**src/rtl/frame_tx.sv**
```systemverilog
// UART response framer: sends 0x55, cmd, len and up to four payload bytes
// as 8N1 characters, with CLK_DIV clock cycles per bit.
module frame_tx #(
  parameter int unsigned CLK_DIV = 868
) (
  input  logic        clk,
  input  logic        rst,
  input  logic        req_valid,
  output logic        req_ready,
  input  logic [7:0]  req_cmd,
  input  logic [7:0]  req_len,
  input  logic [31:0] req_data,
  output logic        ser_out,
  output logic        busy,
  output logic        frame_done,
  output logic        len_err
);

  localparam int unsigned DIV_W = (CLK_DIV > 2) ? $clog2(CLK_DIV) : 1;
  localparam int unsigned BIT_W = 4;
  localparam int unsigned LEN_W = 3;
  localparam logic [7:0]  SYNC_BYTE = 8'h55;
  localparam logic [7:0]  MAX_LEN   = 8'd4;
  localparam logic [BIT_W-1:0] STOP_BIT = BIT_W'(9);
  localparam logic [DIV_W-1:0] DIV_LAST = DIV_W'(CLK_DIV - 1);

  localparam logic [2:0] IDLE = 3'd0;
  localparam logic [2:0] HDR  = 3'd1;
  localparam logic [2:0] CMD  = 3'd2;
  localparam logic [2:0] LEN  = 3'd3;
  localparam logic [2:0] DATA = 3'd4;
  localparam logic [2:0] DONE = 3'd5;

  logic [2:0]       state, state_nxt;
  logic [DIV_W-1:0] div_cnt, div_cnt_nxt;
  logic [BIT_W-1:0] bit_cnt, bit_cnt_nxt;
  logic [8:0]       shift, shift_nxt;
  logic [7:0]       cmd_q, cmd_q_nxt;
  logic [LEN_W-1:0] len_q, len_q_nxt;
  logic [LEN_W-1:0] data_left, data_left_nxt;
  logic [31:0]      data_q, data_q_nxt;
  logic             ser_out_nxt, req_ready_nxt, busy_nxt;
  logic             frame_done_nxt, len_err_nxt;
  logic             bit_end, byte_end, load;
  logic [7:0]       load_byte;

  // State and datapath registers; every output is a flop.
  always_ff @(posedge clk) begin
    if (rst) begin
      state      <= IDLE;
      div_cnt    <= '0;
      bit_cnt    <= '0;
      shift      <= '1;
      cmd_q      <= '0;
      len_q      <= '0;
      data_left  <= '0;
      data_q     <= '0;
      ser_out    <= 1'b1;
      req_ready  <= 1'b1;
      busy       <= 1'b0;
      frame_done <= 1'b0;
      len_err    <= 1'b0;
    end else begin
      state      <= state_nxt;
      div_cnt    <= div_cnt_nxt;
      bit_cnt    <= bit_cnt_nxt;
      shift      <= shift_nxt;
      cmd_q      <= cmd_q_nxt;
      len_q      <= len_q_nxt;
      data_left  <= data_left_nxt;
      data_q     <= data_q_nxt;
      ser_out    <= ser_out_nxt;
      req_ready  <= req_ready_nxt;
      busy       <= busy_nxt;
      frame_done <= frame_done_nxt;
      len_err    <= len_err_nxt;
    end
  end

  // Next-state and next-output logic.
  always_comb begin
    state_nxt     = state;
    div_cnt_nxt   = div_cnt;
    bit_cnt_nxt   = bit_cnt;
    shift_nxt     = shift;
    cmd_q_nxt     = cmd_q;
    len_q_nxt     = len_q;
    data_left_nxt = data_left;
    data_q_nxt    = data_q;
    ser_out_nxt   = ser_out;
    len_err_nxt   = 1'b0;
    load          = 1'b0;
    load_byte     = 8'h00;
    bit_end       = (div_cnt == DIV_LAST);
    byte_end      = bit_end && (bit_cnt == STOP_BIT);

    case (state)
      IDLE: begin
        ser_out_nxt = 1'b1;
        div_cnt_nxt = '0;
        bit_cnt_nxt = '0;
        if (req_valid && req_ready) begin
          state_nxt   = HDR;
          cmd_q_nxt   = req_cmd;
          len_q_nxt   = (req_len > MAX_LEN) ? LEN_W'(MAX_LEN) : req_len[LEN_W-1:0];
          data_q_nxt  = req_data;
          len_err_nxt = (req_len > MAX_LEN);
          load        = 1'b1;
          load_byte   = SYNC_BYTE;
        end
      end
      HDR, CMD, LEN, DATA: begin
        div_cnt_nxt = bit_end ? '0 : div_cnt + DIV_W'(1);
        if (bit_end && !byte_end) begin
          ser_out_nxt = shift[0];
          shift_nxt   = {1'b1, shift[8:1]};
          bit_cnt_nxt = bit_cnt + BIT_W'(1);
        end
        if (byte_end) begin
          ser_out_nxt = 1'b1;
          case (state)
            HDR: begin
              state_nxt = CMD;
              load      = 1'b1;
              load_byte = cmd_q;
            end
            CMD: begin
              state_nxt = LEN;
              load      = 1'b1;
              load_byte = 8'(len_q);
            end
            LEN: begin
              if (len_q != '0) begin
                state_nxt     = DATA;
                load          = 1'b1;
                load_byte     = data_q[7:0];
                data_q_nxt    = {8'h00, data_q[31:8]};
                data_left_nxt = len_q - LEN_W'(1);
              end else begin
                state_nxt = DONE;
              end
            end
            default: begin
              if (data_left != '0) begin
                load          = 1'b1;
                load_byte     = data_q[7:0];
                data_q_nxt    = {8'h00, data_q[31:8]};
                data_left_nxt = data_left - LEN_W'(1);
              end else begin
                state_nxt = DONE;
              end
            end
          endcase
        end
      end
      DONE: begin
        ser_out_nxt = 1'b1;
        div_cnt_nxt = '0;
        bit_cnt_nxt = '0;
        state_nxt   = IDLE;
      end
      default: begin
        ser_out_nxt = 1'b1;
        state_nxt   = IDLE;
      end
    endcase

    // A new character starts with its start bit; the stop bit is preloaded in shift[8].
    if (load) begin
      ser_out_nxt = 1'b0;
      shift_nxt   = {1'b1, load_byte};
      bit_cnt_nxt = '0;
      div_cnt_nxt = '0;
    end

    frame_done_nxt = (state_nxt == DONE);
    req_ready_nxt  = (state_nxt == IDLE);
    busy_nxt       = (state_nxt != IDLE);
  end

endmodule

```
**config.mk**
```make
export PLATFORM = sky130hd
export DESIGN_NAME = frame_tx
export DESIGN_NICKNAME = d
export VERILOG_FILES = /design/src/rtl/frame_tx.sv
export SDC_FILE = /design/constraint.sdc
export NUM_CORES = 1
export LEC_CHECK = 0
export CAP_MARGIN = 20
export CORE_MARGIN = 4
export CORE_UTILIZATION = 45
export CTS_CLUSTER_DIAMETER = 120
export DETAILED_ROUTE_END_ITERATION = 10
export HOLD_SLACK_MARGIN = 0.03
export PLACE_DENSITY = 0.74
export SYNTH_ARGS = -nofsm -noshare
export SYNTH_HDL_FRONTEND = slang
export SYNTH_SLANG_ARGS = --single-unit
```
**constraint.sdc**
```tcl
create_clock -name clk -period 4.55 [get_ports clk]
set_clock_uncertainty 0.1 [all_clocks]
set_input_delay 0.91 -clock clk [delete_from_list [all_inputs] [get_ports clk]]
set_output_delay 0.91 -clock clk [all_outputs]
set_load 0.05 [all_outputs]
```
==> reports/results.tsv <==
stage	metric	value	unit
pwr	vdd_ir_drop_max	0.170	mV
worst_setup_path	worst_path_dominant_cell_family	compound AO/OA/AOI/OAI gates	
finish	design.final.nets	520	
timing	worst-slew-pin-transition	0.976	ns
drt	met2_length	4530	µm
place	placed_cell_area	4350	µm²
pwr	pwr_density_cell	324	nW/µm²
finish	multi_input_comb_area	2120	µm²
die	fp.dieH	99.9	µm
die	die_width	99.9	µm
worst_setup_path	largest_stage_delay_on_the_critical_path	0.84	ns
finish	diodes	0	
drt	drt-total-wl	9450	µm
drt	wl_per_cell	16.4	µm
place	port_buffers	55	
finish	layout-area-overhead-vs-synth	19.1	%
yosys	ffs_latches_synth	76	
yosys	syn-cell-area	3800	µm²
worst_setup_path	path_class	flop to flop	
clock_network	clk-insertion-delay-late	0.35	ns
global_routing	first_global_vias	3202	
timing	tcrit_tclk_final	0.674	
finish	ff_latch_area	1520	µm²
worst_setup_path	cp_slowest_cell	a31o_2	
die	core_region_area	8220	µm²
global_routing	antenna_found_initial	0	
worst_setup_path	critical_path.cell_chain	ha_1 > nand4b_1 > nor4_4 > a31o_2 > a31oi_1 > a311oi_1	
clock_network	cts.reportedPaths.clkPinSlew	0.08	ns
clock_network	clock_tree_from_tritoncts	built	
finish	postLayoutCellArea	4530	µm²
yosys	synth_top_area_cell	dfxtp_1	
die	io_pins	56	
yosys	ys_types	57	
global_routing	globalRouteTotalUtil	0.190	
die	rows	33	
yosys	synth_top_flop_cell	dfxtp_1	
clock_network	cts_inserted_buffers	9	
clock_network	post_cts_hold_buffer_count	0	
global_routing	grt-ovfl-total	0	
die	area_enclosed_by_the_die_boundary	9980	µm²
drt	dr.max_layer_used	met4	
finish	fin_util	0.551	
timing	report.final.hold_viol_count	0	
timing	fin_ws	1.48	ns
drt	drt-vias-per-instance	5.97	
worst_setup_path	worst_ep_required_time	4.70	ns
place	place_congestion	0.952	
yosys	synth-seq-area-share	0.400	
clock_network	clock_sinks	76	
drt	drc	0	
place	hpwlAfterDp	6550	µm
timing	report.final.slew_viol_count	0	
yosys	synth.net_count	485	
drt	routedLengthMet1	4230	µm
drt	met3_wirelength	481	µm
pwr	post-layout-total-power	1.47	mW
drt	drtIter0Drc	137	
finish	fillers	746	
yosys	synth_most_common_cell	dfxtp_1	
global_routing	wire_length_of_the_first_global_routing_pass	15400	µm
drt	vias	3433	
drt	drt-pass1-iter-count	5	
job	max-cap-violations	0	
worst_setup_path	worstSetupEndpointType	flop	
yosys	synth.top_cell.area_share	0.400	
timing	period_needed	3.07	ns
timing	setup_tns	0	ns
yosys	synth-edff-count	0	
worst_setup_path	cp_data_arrival_time	3.22	ns
worst_setup_path	timing.critical_path.from_type	flop	
drt	ant_nets	0	
finish	post_route_cells_drive_above_1_share	0.0596	
pwr	total_leakage_power	1.64	nW
global_routing	grt_max_degree	52	
clock_network	clock_tree.htree_level_count	3	
worst_setup_path	critPathBufInv	0	
place	pre_cts_ws	1.17	ns
yosys	syn-mean-instance-area	8.84	µm²
yosys	post_synth_inst_count	430	
die	initial_utilization	0.463	
yosys	synth-async-reset-ratio	0	
timing	setup_viol_count_final	0	
worst_hold_path	worstHoldPathType	flop to flop	
timing	rsz_0062_raised_after_global_routing	false	
worst_setup_path	critical_path_peak_fanout	48	
yosys	post_synth_main_area_contributors	dfxtp_1 40%, mux2i_1 7.9%, a311oi_1 6.0%	
yosys	most_frequent_cells_after_synthesis	76 x dfxtp_1, 44 x nand2_1, 31 x nor2_1, 30 x mux2i_1	
clock_network	post_cts.resized_instances	0	
timing	clock.fmax	0.326	GHz
run_status	status	finished, final reports clean	
clock_network	cts_root_buffer	clkbuf_8	
clock_network	cts.path.max_buffers	2	
clock_network	post-cts-setup-buffer-count	0	
timing	worst_slew_margin_rel	0.349	
yosys	yosys_warnings	0	
[cells in the final DEF, fill, tap and decap left out, drive strengths merged, types with 5 or more instances in the layout]
cell type      synthesis  final
nand3b                 5      5
o31ai                 11     11
a31oi                 26     26
o22a                   5      5
and2                   7      7
clkdlybuf4s50          0     54
dfxtp                 76     76
nor3                  10     10
nand3                  6      6
o21ai                  9      9
nor2                  31     31
xor2                   6      6
a22oi                  8      8
clkbuf                17     10
a21oi                 25     25
mux2i                 30     30
a311oi                26     26
nand2                 44     44
nor2b                  5      5
[tightest hold or removal path: cells and delay by family, from the launching register on]
family,cells,cell delay [ns]
simple gates,1,0.06
flops,1,0.32
compound gates,1,0.05
[flip-flops by register name, indices dropped and copies added, names as in the netlist]
| name | flops |
|---|---|
| req_ready | 1 |
| state | 3 |
| shift | 8 |
| bit_cnt | 4 |
| div_cnt | 10 |
| ser_out | 1 |
| len_err | 1 |
| busy | 1 |
| data_q | 32 |
| frame_done | 1 |
| len_q | 3 |
| data_left | 3 |
| cmd_q | 8 |
[per-layer routing]
layer,track usage,vias up
met4,0.0735,0
met1,0.246,1610
met3,0.0424,18
met2,0.310,99
met5,0,-
li1,-,1706
[path summary, 6_finish.rpt]
| kind | cells after the start | endpoint | slack [ns] | startpoint |
|---|---|---|---|---|
| worst max register to register | 6 | data_q[14]$_SDFFE_PP0P_ | 1.48 | div_cnt[0]$_SDFFE_PP0P_ |
| worst min-delay path | 2 | cmd_q[0]$_SDFFE_PP0P_ | 0.37 | cmd_q[0]$_SDFFE_PP0P_ |
| worst max-delay path | 6 | data_q[14]$_SDFFE_PP0P_ | 1.48 | div_cnt[0]$_SDFFE_PP0P_ |
| worst min register to register | 2 | cmd_q[0]$_SDFFE_PP0P_ | 0.37 | cmd_q[0]$_SDFFE_PP0P_ |
[report_power, final]
| part | leakage (nW) | internal [mW] | switching [mW] | total (mW) |
|---|---|---|---|---|
| clock network | 0.0803 | 0.210 | 0.254 | 0.465 |
| logic | 0.942 | 0.119 | 0.141 | 0.260 |
| registers | 0.622 | 0.710 | 0.0319 | 0.742 |
[cell type report]
| class | count | area share |
|---|---|---|
| Clock inverter | 6 | 0.00884 |
| Inverter | 4 | 0.00332 |
| Multi-Input combinational cell | 317 | 0.468 |
| Tap cell | 105 | 0.0290 |
| Timing Repair Buffer | 57 | 0.124 |
| Sequential cell | 76 | 0.336 |
| Clock buffer | 10 | 0.0304 |
[cells by family after synthesis]
family / after synthesis / synth area share
xor gates and xnor gates: 10 / 0.0230
DFF: 76 / 0.400
AOI/OAI and AO/OA: 140 / 0.265
and+or+nand+nor: 133 / 0.178
muxes: 30 / 0.0790
buffers and inverters: 37 / 0.0418
adders and majority gates: 4 / 0.0132
[stage by stage]
stage / cells / hold WS [ns]
4_1_cts: 575 / 0.369
3_3_place_gp: 559 / 0.356
5_1_grt: 575 / 0.381
3_5_place_dp: 559 / 0.357
6_report: 575 / 0.369
2_1_floorplan: 430 / 0.337
Power figures use the tool's default switching activity.
